===== src/rtl/alk_shift_seq.sv =====
// alk_shift_seq: multi-step shift sequencer driving an external ALU shift path and
// a 32-bit Q register.
//
// A start in IDLE latches direction, step count (0 means 32) and shift-in source, then
// performs one shift step per SHIFT cycle. After the last step a one-cycle DONE
// follows and the block returns to IDLE. An abort during SHIFT still completes that
// cycle's step, then returns to IDLE with no done pulse.
//
// Optional feature: define ALK_SHIFT_SEQ_STICKY_EN to build the sticky register, which
// ORs every bit shifted out of the ALU on a right shift. It is cleared when a start is
// accepted. Without the macro, sticky_h is tied low.
//
// Ports:
//   clk              clock, rising edge
//   reset_h          synchronous active-high reset
//   start_h          begin a sequence (sampled in IDLE only)
//   abort_h          terminate a sequence in SHIFT
//   dir_shr_h        direction latched at start (1 = right, 0 = left)
//   count_h          step count latched at start (0 encodes 32)
//   sin_sel_h        shift-in source: 0 zero, 1 one, 2 sign_in_h, 3 Q link, 4-7 zero
//   sign_in_h        live sign bit
//   q_load_h/q_din_h parallel load of Q (IDLE/DONE only)
//   alu_sout_shl_h   bit shifted out of the ALU on a left shift
//   alu_sout_shr_h   bit shifted out of the ALU on a right shift
//   alpctl_shl_op_h  left-shift step in progress
//   alpctl_shr_op_h  right-shift step in progress
//   alu_sin_h        bit shifted into the ALU
//   busy_h           high in SHIFT
//   done_h           one-cycle pulse in DONE
//   q_dout_h         Q register
//   sticky_h         sticky OR of right-shift outputs (zero when the feature is off)
module alk_shift_seq (
  input  logic        clk,
  input  logic        reset_h,
  input  logic        start_h,
  input  logic        abort_h,
  input  logic        dir_shr_h,
  input  logic [4:0]  count_h,
  input  logic [2:0]  sin_sel_h,
  input  logic        sign_in_h,
  input  logic        q_load_h,
  input  logic [31:0] q_din_h,
  input  logic        alu_sout_shl_h,
  input  logic        alu_sout_shr_h,
  output logic        alpctl_shl_op_h,
  output logic        alpctl_shr_op_h,
  output logic        alu_sin_h,
  output logic        busy_h,
  output logic        done_h,
  output logic [31:0] q_dout_h,
  output logic        sticky_h
);

  typedef enum logic [1:0] {StIdle, StShift, StDone} state_e;

  state_e      state_q;
  logic [5:0]  step_q;
  logic        dir_q;
  logic [2:0]  sel_q;
  logic [31:0] q_q;
  logic        busy_q;
  logic        done_q;
`ifdef ALK_SHIFT_SEQ_STICKY_EN
  logic        sticky_q;
`endif

  always_ff @(posedge clk) begin
    if (reset_h) begin
      state_q  <= StIdle;
      step_q   <= 6'd0;
      dir_q    <= 1'b0;
      sel_q    <= 3'd0;
      q_q      <= 32'd0;
      busy_q   <= 1'b0;
      done_q   <= 1'b0;
`ifdef ALK_SHIFT_SEQ_STICKY_EN
      sticky_q <= 1'b0;
`endif
    end else begin
      unique case (state_q)
        StIdle: begin
          // A load in the same cycle as a start feeds the first shift step.
          if (q_load_h) q_q <= q_din_h;
          if (start_h) begin
            dir_q    <= dir_shr_h;
            sel_q    <= sin_sel_h;
            step_q   <= (count_h == 5'd0) ? 6'd32 : {1'b0, count_h};
            state_q  <= StShift;
            busy_q   <= 1'b1;
`ifdef ALK_SHIFT_SEQ_STICKY_EN
            sticky_q <= 1'b0;
`endif
          end
        end
        StShift: begin
          q_q    <= dir_q ? {alu_sout_shr_h, q_q[31:1]} : {q_q[30:0], alu_sout_shl_h};
          step_q <= step_q - 6'd1;
`ifdef ALK_SHIFT_SEQ_STICKY_EN
          if (dir_q) sticky_q <= sticky_q | alu_sout_shr_h;
`endif
          // Abort wins over a final step: the step happens, the done pulse does not.
          if (abort_h) begin
            state_q <= StIdle;
            busy_q  <= 1'b0;
          end else if (step_q == 6'd1) begin
            state_q <= StDone;
            busy_q  <= 1'b0;
            done_q  <= 1'b1;
          end
        end
        StDone: begin
          if (q_load_h) q_q <= q_din_h;
          state_q <= StIdle;
          done_q  <= 1'b0;
        end
        default: begin
          state_q <= StIdle;
          busy_q  <= 1'b0;
          done_q  <= 1'b0;
        end
      endcase
    end
  end

  always_comb begin
    alu_sin_h = 1'b0;
    if (busy_q) begin
      case (sel_q)
        3'd1:    alu_sin_h = 1'b1;
        3'd2:    alu_sin_h = sign_in_h;
        // Q link closes the 64-bit ALU:Q rotate.
        3'd3:    alu_sin_h = dir_q ? q_q[0] : q_q[31];
        default: alu_sin_h = 1'b0;
      endcase
    end
  end

  assign alpctl_shr_op_h = busy_q & dir_q;
  assign alpctl_shl_op_h = busy_q & ~dir_q;
  assign busy_h          = busy_q;
  assign done_h          = done_q;
  assign q_dout_h        = q_q;
`ifdef ALK_SHIFT_SEQ_STICKY_EN
  assign sticky_h        = sticky_q;
`else
  assign sticky_h        = 1'b0;
`endif

endmodule

===== config.mk =====
export PLATFORM = sky130hd
export DESIGN_NAME = alk_shift_seq
export DESIGN_NICKNAME = d
export VERILOG_FILES = /design/src/rtl/alk_shift_seq.sv
export SDC_FILE = /design/constraint.sdc
export NUM_CORES = 1
export LEC_CHECK = 0
export ABC_AREA = 1
export BUFFER_PORTS_ARGS = -buffer_cell sky130_fd_sc_hd__buf_2
export CORE_ASPECT_RATIO = 1.4
export CORE_MARGIN = 2
export CORE_UTILIZATION = 45
export CTS_CLUSTER_SIZE = 14
export DETAILED_ROUTE_END_ITERATION = 6
export PLACE_DENSITY = 0.76
export SLEW_MARGIN = 40
export SYNTH_ARGS = -nofsm -noshare
export SYNTH_HDL_FRONTEND = slang
export SYNTH_SLANG_ARGS = --single-unit

===== constraint.sdc =====
create_clock -name clk -period 1.1 [get_ports clk]
set_input_delay 0.055 -clock clk [delete_from_list [all_inputs] [get_ports clk]]
set_output_delay 0.055 -clock clk [all_outputs]
set_load 0.05 [all_outputs]

# Word-level counts from Yosys, hierarchy flattened
# Cells that the tools add are included.
[op_classes]
addsub = 1
n_eq_ne = 11
mux = 20
bitwise_logic = 5
n_reduce_logical = 11
[ops]
columns = ["op", "count"]
rows = [
  ["$mux 32", 2],
  ["$pmux 32 s2", 1],
  ["$mux 6", 2],
  ["$pmux 6 s2", 1],
  ["$reduce_and 2->1", 4],
  ["$mux 1", 7],
  ["$eq 3x2->1 const B", 2],
  ["$eq 6x1->1 const B", 1],
  ["$mux 2", 3],
  ["$ne 2x2->1 const B", 3],
  ["$pmux 1 s3", 2],
  ["$reduce_and 3->1", 2],
  ["$sub 6x1->6 const B", 1],
  ["$logic_not 5->1", 1],
  ["$pmux 2 s2", 1],
  ["$reduce_bool 2->1", 2],
  ["$eq 3x1->1 const B", 1],
  ["$ne 3x3->1 const B", 1],
  ["$not 1->1", 3],
  ["$and 1x1->1", 2],
  ["$eq 2x1->1 const B", 1],
  ["$eq 2x2->1 const B", 1],
  ["$logic_not 2->1", 1],
  ["$ne 2x1->1 const B", 1],
  ["2 further kinds", 2],
]
[totals]
register_bits = 46
in_bits = 49
output_inout_bits = 38
elab_cells = 55

# Logic depth before layout (Yosys ltp)
# Gate-level depths: netlist (run 1).
[logic_depth]
depth_word = 4
depth_mapped = 7
ltp_nobuf = 7

# Least setup slack after synthesis (run 1)
# OpenSTA, ideal clock, no wires.
[synth_path]
path_kind = "register to output"
startpoint = "reg busy_q, in the netlist busy_h"
endpoint = "out alu_sin_h"
arrival_time_ns = 2.321
t_required_ns = 1.045
slack_ns = -1.276
path_stages_with_launch = 3
path_buffers = 0
path_cell_list = "dfxtp_1 > inv_1 > nor4_1"
[synth_between]
elab_chain_len = 1
[synth_rtl]
columns = ["item", "line", "rtl"]
rows = [
  ["from (decl)", "61", "logic busy_q;"],
  ["from (signal assigned)", "74", "busy_q <= 1'b0;"],
  ["from (signal assigned)", "89", "busy_q <= 1'b1;"],
  ["from (signal assigned)", "104", "busy_q <= 1'b0;"],
  ["$mux 1", "127", "if (busy_q) begin"],
  ["to (decl)", "47", "output logic alu_sin_h,"],
]
# Every way passes these cells.

# Final worst setup path (run 1)
[layout_path]
startpoint = "reg dir_q"
endpoint = "reg q_q[0], in the netlist q_dout_h[0]"
[layout_between]
elab_chain_len = 2
[layout_rtl]
columns = ["item", "line", "rtl"]
rows = [
  ["from (decl)", "58", "logic dir_q;"],
  ["from (signal assigned)", "85", "dir_q <= dir_shr_h;"],
  ["$mux 32", "96", "q_q <= dir_q ? {alu_sout_shr_h, q_q[31:1]} : {q_q[30:0], alu_sout_shl_h};"],
  ["$pmux 32 s2", "80", "unique case (state_q)"],
  ["to (signal assigned)", "83", "if (q_load_h) q_q <= q_din_h;"],
  ["to (signal assigned)", "96", ""],
  ["to (signal assigned)", "112", "if (q_load_h) q_q <= q_din_h;"],
  ["to (decl)", "60", "logic [31:0] q_q;"],
]
# Every way passes these cells.
# A chain may end at the register's enable or synchronous reset.

==> results_dict.tcl, run 1 <==
set metrics [dict create \
    status "finished, violations left" \
    violations "hold timing, setup timing" \
    fp.dieW_um 66.57 \
    finalMaxSlewViolations 0 \
    ys_seq_area_share_pct 37.34 \
    p_sw_share_pct 40.75 \
    yosysMostFrequentCell "a21oi_1" \
    ys_warn_count 0 \
    antenna_found_initial 0 \
    clockPowerShare_pct 22.8 \
    utilization_pct 80.74 \
    track_usage_pct 24.32 \
    grt_overflow 0 \
    ys_ff_latch 46 \
    cts.clk_slew.worst_paths_ns 0.09 \
    hp-start "sin_sel_h[2]" \
    num_io_pins 87 \
    synthSimpleGateAreaFrac_pct 10.25 \
    dr.pass1.iters 7 \
    register_area_um2 960.9 \
    layout.cells.non_filler 529 \
    synthArstFlopShare_pct 0 \
    syn_area_um2 2466 \
    cts_tree "done" \
    p_int_mw 3.383 \
    clock-sinks 46 \
    post-route-min-period_ns 1.400 \
    wl_per_cell_um 21.43 \
    dpl.cell_count 490 \
    rsz0062_at_grt "yes" \
    drt_iter0_drc 515 \
    timing.hold.ws_ns -0.02082 \
    synth_top_family_by_area "compound AO/OA/AOI/OAI gates" \
    synth_fa_ha_area_share_pct 1.015 \
    hold_class "input pin to flip-flop" \
    drc 0 \
    r2r_setup_slack_ns -0.30 \
    place_area_um2 3033 \
    ant_nets 0 \
    wirelength_mm 11.34 \
    synth.mux.area_fraction_pct 0 \
    io_buffers 85 \
    whs_path_depth 3 \
    syn2layout_area_growth_pct 71.44 \
    core_area_um2 5236 \
    grt_pass1_vias 2624 \
    final_area_um2 4228 \
    synth_xor_area_share_pct 0 \
    setup_violations 52 \
    cp.arrival_ns 1.64 \
    root_buffer "clkbuf_8" \
    htreeDepth 2 \
    cp-end-kind "flip-flop" \
    p_comb_share_pct 41.1 \
    power_per_cell_area_nw_per_um2 1350 \
    synth_flop_cell "dfxtp_1" \
    drv_cap 0 \
    synth_edf_count 0 \
    whs_endpoint "sel_q[2]" \
    syn_nets 393 \
    synth_compound_area_share_pct 38.10 \
    worstReg2RegStart "dir_q" \
    dp_slack_ns -0.1161 \
    die_area_um2 6097 \
    grt_max_degree 33 \
    max_freq_mhz 714.3 \
    clk_latency_ns 0.32 \
    synthCells 342 \
    crit_path_max_fanout 24 \
    worstSetupStartpoint "dir_q" \
    synth.distinct_cells 30 \
    rows 31 \
    clock_path_buffers 2 \
    final_nets 513 \
    multi_input_area_um2 1772 \
    routed_via_density 6.306 \
    vdd_drop_max_mv 1.098 \
    drive_gt1_share_pct 56.37 \
    skew_ns 0.01638 \
    power_mw 5.710 \
    synth_top_area_share_pct 37.34 \
    initial_utilization_pct 47.10 \
    grt_pass1_wl_mm 11.60 \
    reg2reg_depth 5 \
    critPathKind "flip-flop to flip-flop" \
    yosysTopAreaCell "dfxtp_1" \
    ys_top_cells_by_count "a21oi_1 (75), o21ai_0 (71), dfxtp_1 (46)" \
    place_hpwl_mm 4.980 \
    avgSynthCellArea_um2 7.211 \
    pwr-share-seq_pct 36.1 \
    fill_cells 307 \
    synthTopCellsByArea "dfxtp_1 (37%), a21oi_1 (15%), o21ai_0 (14%)" \
    tns_ns -4.377 \
    numCtsBuffers 5 \
    start_kind "flip-flop" \
    r2r_end "q_dout_h[0]" \
    fin_crit_sh_pct 127.3 \
    switching_power_mw 2.327 \
    routabilityCongestion 0.8777 \
    required_ns 1.34 \
    leakagePower_nw 1.754 \
    diodes 0 \
    fin_ws_ns -0.3001 \
    num_vias 3336 \
    hold_violations 1 \
    die_h_um 91.59 \
]
[area by class of cell]
type                       instances  share of cell area [%]
sequential                        46                   22.73
tap                               66                   1.953
inverter                          32                   3.729
timing repair buffer             130                   26.81
multi-input combinational        246                   41.91
timing repair inverter             1                  0.2664
clock inverter                     2                  0.8878
clock buffer                       6                   1.716
[sequential cells by signal, indices dropped and copies added (netlist names)]
name,flops
step_q,6
q_dout_h,32
done_h,1
busy_h,1
state_q,2
sel_q,3
dir_q,1
[metal layers]
layer  wire length, um  GRT usage [%]  share of wire, %
met1              3862          27.35                34
met3               963          5.328               8.5
met5                 0              0                 0
met2              5652          42.08                50
met4               855          11.73               7.5
[worst max-delay path by stage]
stage	endpoint	cells after the start	slack (ns)
floorplan	alu_sin_h	6	-0.14
global placement	q_dout_h[0]	5	-0.11
detailed placement	q_dout_h[23]	5	-0.12
CTS	alu_sin_h	6	-0.18
global route	q_dout_h[0]	5	-0.32
finish	q_dout_h[0]	5	-0.30
[cell usage in the layout (no fill, tap or decap), types with 2 or more instances in the layout]
master     instances
nand2_1           11
clkbuf_4           3
buf_6             12
nand2_2            2
buf_4             18
nand2_8            8
clkbuf_16          8
a21oi_4            7
a21oi_1           43
dfxtp_2           20
nand3_4            2
dfxtp_1           22
a21oi_2           25
dfxtp_4            4
nor2_2             4
o21ai_1           61
buf_8              4
clkbuf_8           5
clkinv_8           2
buf_2             75
buf_16             2
nor2_4             4
nand3_1            8
nor2_1            15
buf_12             7
o21ai_2           30
o21ai_0           10
inv_1             24
nand2_4            2
inv_2              3
a211oi_2           2
[power groups by stage]
stage / Clock [mW] / Combinational [mW] / Sequential [mW]
floorplan: 0 / 0.718 / 2.45
global placement: 0 / 1.50 / 2.04
detailed placement: 0 / 1.52 / 2.04
CTS: 1.28 / 1.67 / 2.01
global route: 1.36 / 2.45 / 2.07
finish: 1.30 / 2.35 / 2.06
[critical path, cell delays in order, from the launching register on]
cell and delay [ns]:
dfxtp_4 0.39, buf_4 0.34, nor2_1 0.12, nor2_1 0.20, o21ai_2 0.11, a21oi_1 0.15
[timing repair]
| item | CTS | global route |
|---|---|---|
| gates cloned | 3 | 17 |
| pin swaps | 15 | 36 |
| resized for setup | 64 | 160 |
| hold buffers | 0 | 1 |
| endpoints found under the hold margin | 0 | 1 |
| setup endpoints to repair | 40 | 46 |
| setup buffers | 4 | 6 |
[cells by family after synthesis]
kind of cell             Yosys count
adder cells (fa/ha/maj)            2
buffers and inverters             57
AND/OR/NAND/NOR                   54
other                              1
AO/OA/AOI/OAI                    182
flip-flops                        46
Note: power is estimated with default switching activity, not from simulation.
==> inputs of run 2 (changes only) <==
- CTS_BUF_LIST: default -> sky130_fd_sc_hd__clkbuf_8 sky130_fd_sc_hd__clkbuf_16
- SKIP_CTS_REPAIR_TIMING: default -> 1
==> run 2 against run 1 <==
  * The run still ends with hold timing, setup timing left
  * Sequential power shrank 2%
  * Clock power barely moved
  * Core utilization shrank 9.5 points
  * Setup slack better by 0.11 ns
  * Register-to-register slack better by 0.19 ns
  * Critical path type is now flip-flop to primary output
  * Highest routed layer unchanged
==> results_dict.tcl, run 2 (synthesis results as in run 1) <==
set metrics [dict create \
    grt_pass1_vias 2453 \
    p_comb_share_pct 37.1 \
    clock_path_buffers 2 \
    io_buffers 85 \
    routabilityCongestion 0.8777 \
    drc 0 \
    wl_per_cell_um 16.67 \
    start_kind "flip-flop" \
    whs_endpoint "sel_q[0]" \
    place_hpwl_mm 4.980 \
    final_nets 503 \
    required_ns 1.04 \
    syn2layout_area_growth_pct 51.34 \
    cp-end-kind "primary output" \
    routed_via_density 5.830 \
    layout.cells.non_filler 519 \
    fin_ws_ns -0.1873 \
    die_h_um 91.59 \
    root_buffer "clkbuf_8" \
    post-route-min-period_ns 1.287 \
    fp.dieW_um 66.57 \
    ant_nets 0 \
    die_area_um2 6097 \
    pwr-share-seq_pct 38.7 \
    violations "hold timing, setup timing" \
    dr.pass1.iters 5 \
    power_per_cell_area_nw_per_um2 1403 \
    core_area_um2 5236 \
    num_io_pins 87 \
    final_cell_mix "buf_2 (79), a21oi_1 (69), o21ai_0 (39), o21ai_1 (39), inv_1 (25)" \
    reg2reg_depth 6 \
    grt_pass1_wl_mm 10.74 \
    final_area_um2 3732 \
    p_sw_share_pct 38.79 \
    fin_crit_sh_pct 117.0 \
    vdd_drop_max_mv 1.005 \
    clk_latency_ns 0.31 \
    place_area_um2 3033 \
    crit_path_max_fanout 5 \
    wirelength_mm 8.652 \
    grt_overflow 0 \
    critPathKind "flip-flop to primary output" \
    final_common_cell "buf_2" \
    fill_cells 410 \
    dp_slack_ns -0.1161 \
    clockPowerShare_pct 24.2 \
    clock-sinks 46 \
    rows 31 \
    finalMaxSlewViolations 0 \
    antenna_found_initial 0 \
    drive_gt1_share_pct 47.90 \
    p_int_mw 3.204 \
    cp.arrival_ns 1.23 \
    max_freq_mhz 776.8 \
    diodes 0 \
    initial_utilization_pct 47.10 \
    whs_path_depth 3 \
    r2r_end "q_dout_h[30]" \
    num_vias 3026 \
    track_usage_pct 22.29 \
    drt_iter0_drc 406 \
    hp-start "sin_sel_h[0]" \
    status "finished, violations left" \
    htreeDepth 2 \
    hold_violations 1 \
    cts_tree "done" \
    worstReg2RegStart "state_q[0]" \
    leakagePower_nw 1.613 \
    rsz0062_at_grt "yes" \
    switching_power_mw 2.031 \
    r2r_setup_slack_ns -0.11 \
    timing.hold.ws_ns -0.001426 \
    largest_reg_flops 32 \
    grt_max_degree 35 \
    skew_ns 0.01197 \
    setup_violations 36 \
    hold_class "input pin to flip-flop" \
    cts.clk_slew.worst_paths_ns 0.08 \
    dpl.cell_count 490 \
    numCtsBuffers 5 \
    drv_cap 0 \
]
## run 2: cell count changes in the layout (fill, tap and decap cells not counted), sizes merged
cell | before | now
clkinv | 3 | 0
buf | 118 | 120
clkbuf | 17 | 8
nand2 | 23 | 21
dlygate4sd3 | 1 | 0
inv | 30 | 33
## run 2: worst max-delay path, cell delays in order, from the launching register on
cell and delay [ns]:
dfxtp_4 0.37, inv_4 0.09, nand2_2 0.05, nand3_2 0.06
a21oi_2 0.04, nor4_4 0.14, buf_6 0.19
## run 2: through the flow
stage                     power [mW]  utilization [%]  TNS [ns]
after floorplan                3.167                -   -0.1373
after global placement         3.531            57.92    -1.578
after detailed placement       3.558            57.92    -2.581
after CTS                      4.798            60.02    -3.695
after global routing           5.449            71.28    -3.786
final                          5.235            71.28    -2.224
## run 2: power by group through the flow
stage          logic [mW]  registers [mW]  clock network (mW)
2_1_floorplan       0.718            2.45                   0
3_3_place_gp         1.50            2.04                   0
3_5_place_dp         1.52            2.04                   0
4_1_cts              1.52            2.00                1.27
5_1_grt              2.07            2.04                1.34
6_report             1.94            2.02                1.27
## run 2: final cells by class
class,instances,area [um2],share of cell area [%]
Clock inverter,3,41.29,1.106
Tap cell,66,82.58,2.213
Multi-Input combinational cell,244,1520,40.73
Clock buffer,5,68.82,1.844
Inverter,32,145.1,3.889
Timing Repair Buffer,123,913.4,24.47
Sequential cell,46,960.9,25.75
## run 2: how the worst max path moves through the flow
stage	start	end	slack (ns)	depth (start not counted)
3_5_place_dp	state_q[1]	q_dout_h[23]	-0.12	5
2_1_floorplan	dir_q	alu_sin_h	-0.14	6
6_report	dir_q	alu_sin_h	-0.19	6
4_1_cts	dir_q	alu_sin_h	-0.37	6
5_1_grt	dir_q	alu_sin_h	-0.27	6
3_3_place_gp	dir_q	q_dout_h[0]	-0.11	5
## run 2: metal layers
layer | GRT usage, % | part of all wire, %
met5 | 0 | 0
met4 | 8.673 | 2.7
met3 | 5.452 | 7.5
met2 | 39.17 | 54
met1 | 25.12 | 36
==> inputs of run 3 (changes only) <==
- CORE_UTILIZATION: 45 -> 50
- PLACE_DENSITY: 0.76 -> 0.8
- clock period: 1.1 -> 1.3 ns (I/O delays scaled with it)
==> run 3 against run 2 <==
  * The run now ends clean
  * Die area decreased by 9.5%
  * Global-route usage increased by 3.3 points
  * Non-clock buffer count decreased by 20
  * Total power decreased by 28%
  * Setup slack improved by 0.20 ns
  * Clock skew decreased by 0.0044 ns
  * Clock power decreased by 36%
  * First-iteration DRC count decreased by 65%
  * Worst hold slack improved by 0.027 ns
  * Sequential cell count unchanged
==> results_dict.tcl, run 3 (synthesis results as in run 1) <==
set metrics [dict create \
    worstReg2RegStart "dir_q" \
    setup_violations 0 \
    tns_ns 0 \
    initial_utilization_pct 51.33 \
    post-route-min-period_ns 1.289 \
    grt_max_degree 33 \
    fp.dieW_um 63.36 \
    status "finished clean" \
    track_usage_pct 25.61 \
    hp-start "sin_sel_h[0]" \
    rows 30 \
    hold_class "input pin to flip-flop" \
    routed_via_density 5.664 \
    clock_path_buffers 2 \
    leakagePower_nw 1.367 \
    grt_pass1_vias 2570 \
    multi_input_area_um2 1256 \
    crit_path_max_fanout 5 \
    fill_cells 479 \
    dr.pass1.iters 5 \
    syn2layout_area_growth_pct 24.81 \
    io_buffers 85 \
    whs_path_depth 3 \
    r2r_setup_slack_ns 0.08 \
    num_vias 2781 \
    r2r_end "q_dout_h[30]" \
    wirelength_mm 6.952 \
    clock-sinks 46 \
    power_per_cell_area_nw_per_um2 1232 \
    layout.cells.non_filler 491 \
    finalMaxSlewViolations 0 \
    drc 0 \
    numCtsBuffers 5 \
    skew_ns 0.007541 \
    reg2reg_depth 6 \
    final_nets 478 \
    cts.clk_slew.worst_paths_ns 0.07 \
    fin_crit_sh_pct 99.17 \
    max_freq_mhz 775.7 \
    drt_iter0_drc 141 \
    vdd_drop_max_mv 0.6276 \
    final_common_cell "buf_2" \
    grt_pass1_wl_mm 11.41 \
    place_hpwl_mm 5.071 \
    dpl.cell_count 481 \
    start_kind "flip-flop" \
    cts_tree "done" \
    whs_endpoint "sel_q[0]" \
    clk_latency_ns 0.30 \
    die_area_um2 5518 \
    grt_overflow 0 \
    largest_reg_flops 32 \
    num_io_pins 87 \
    htreeDepth 2 \
    required_ns 1.24 \
    register_area_um2 935.9 \
    ant_nets 0 \
    routabilityCongestion 0.8444 \
    antenna_found_initial 0 \
    diodes 0 \
    die_h_um 87.10 \
    wl_per_cell_um 14.16 \
    drive_gt1_share_pct 31.15 \
    cp-end-kind "primary output" \
    hold_violations 0 \
    final_cell_mix "buf_2 (84), a21oi_1 (74), o21ai_0 (70)" \
    rsz0062_at_grt "yes" \
    root_buffer "clkbuf_8" \
    critPathKind "flip-flop to primary output" \
    core_area_um2 4805 \
    cp.arrival_ns 1.22 \
    drv_cap 0 \
]
## run 3: cell types whose count changed in the layout (fill, tap and decap cells not counted), sizes merged
cell | previous run | this run
buf | 120 | 103
nand2 | 21 | 17
clkbuf | 8 | 5
bufinv | 1 | 0
clkinv | 0 | 1
clkinvlp | 1 | 0
nand3 | 11 | 10
## run 3: layer usage
metal | vias up | global-route usage [%] | share of wire (%)
li1 | 1355 | - | -
met1 | 1310 | 30.06 | 41
met2 | 100 | 45.55 | 52
met3 | 16 | 5.692 | 5.4
met4 | 0 | 9.289 | 2.4
met5 | - | 0 | 0
## run 3: stage by stage
| stage | total power [mW] | hold slack, ns | cell area [um2] | setup WS [ns] | utilization [%] |
|---|---|---|---|---|---|
| finish | 3.792 | 0.02606 | 3078 | 0.01077 | 64.06 |
| global route | 3.995 | 0.05044 | 3078 | -0.07551 | 64.06 |
| CTS | 3.767 | 0.02548 | 3010 | -0.2340 | 62.66 |
| detailed placement | 2.971 | 0.3313 | 2934 | 0.05032 | 61.07 |
| global placement | 2.944 | 0.3157 | 2934 | 0.1172 | 61.07 |
| floorplan | 2.659 | 0.2299 | 2502 | 0.01232 | - |
## run 3: area by class of cell
cell class                 count  share of cell area, %
clock buffer                   5                  2.236
timing repair buffer         103                  19.47
inverter                      32                  4.228
sequential                    46                  30.41
clock inverter                 2                 0.2439
multi-input combinational    239                  40.81
tap                           64                  2.602
## run 3: power breakdown
group	internal (mW)	total [mW]	leakage, nW	switching [mW]
sequential	1.55	1.69	0.384	0.139
clock	0.355	0.810	0.0466	0.455
combinational	0.392	1.29	0.936	0.898
total	2.30	3.79	1.37	1.49
## run 3: critical path, stage by stage, from the launching register on
cell and delay [ns]:
dfxtp_4 0.37, clkinv_4 0.06, nand2_1 0.08, nand3_2 0.07
a21oi_2 0.15, nor4_4 0.05, buf_6 0.15
## run 3: worst max-delay path by stage
stage / cells past startpoint / slack, ns / from / endpoint
2_1_floorplan: 6 / 0.01 / dir_q / alu_sin_h
3_3_place_gp: 6 / 0.12 / dir_q / alu_sin_h
3_5_place_dp: 6 / 0.05 / state_q[0] / q_dout_h[15]
4_1_cts: 6 / -0.23 / dir_q / alu_sin_h
5_1_grt: 6 / -0.08 / dir_q / alu_sin_h
6_report: 6 / 0.01 / dir_q / alu_sin_h
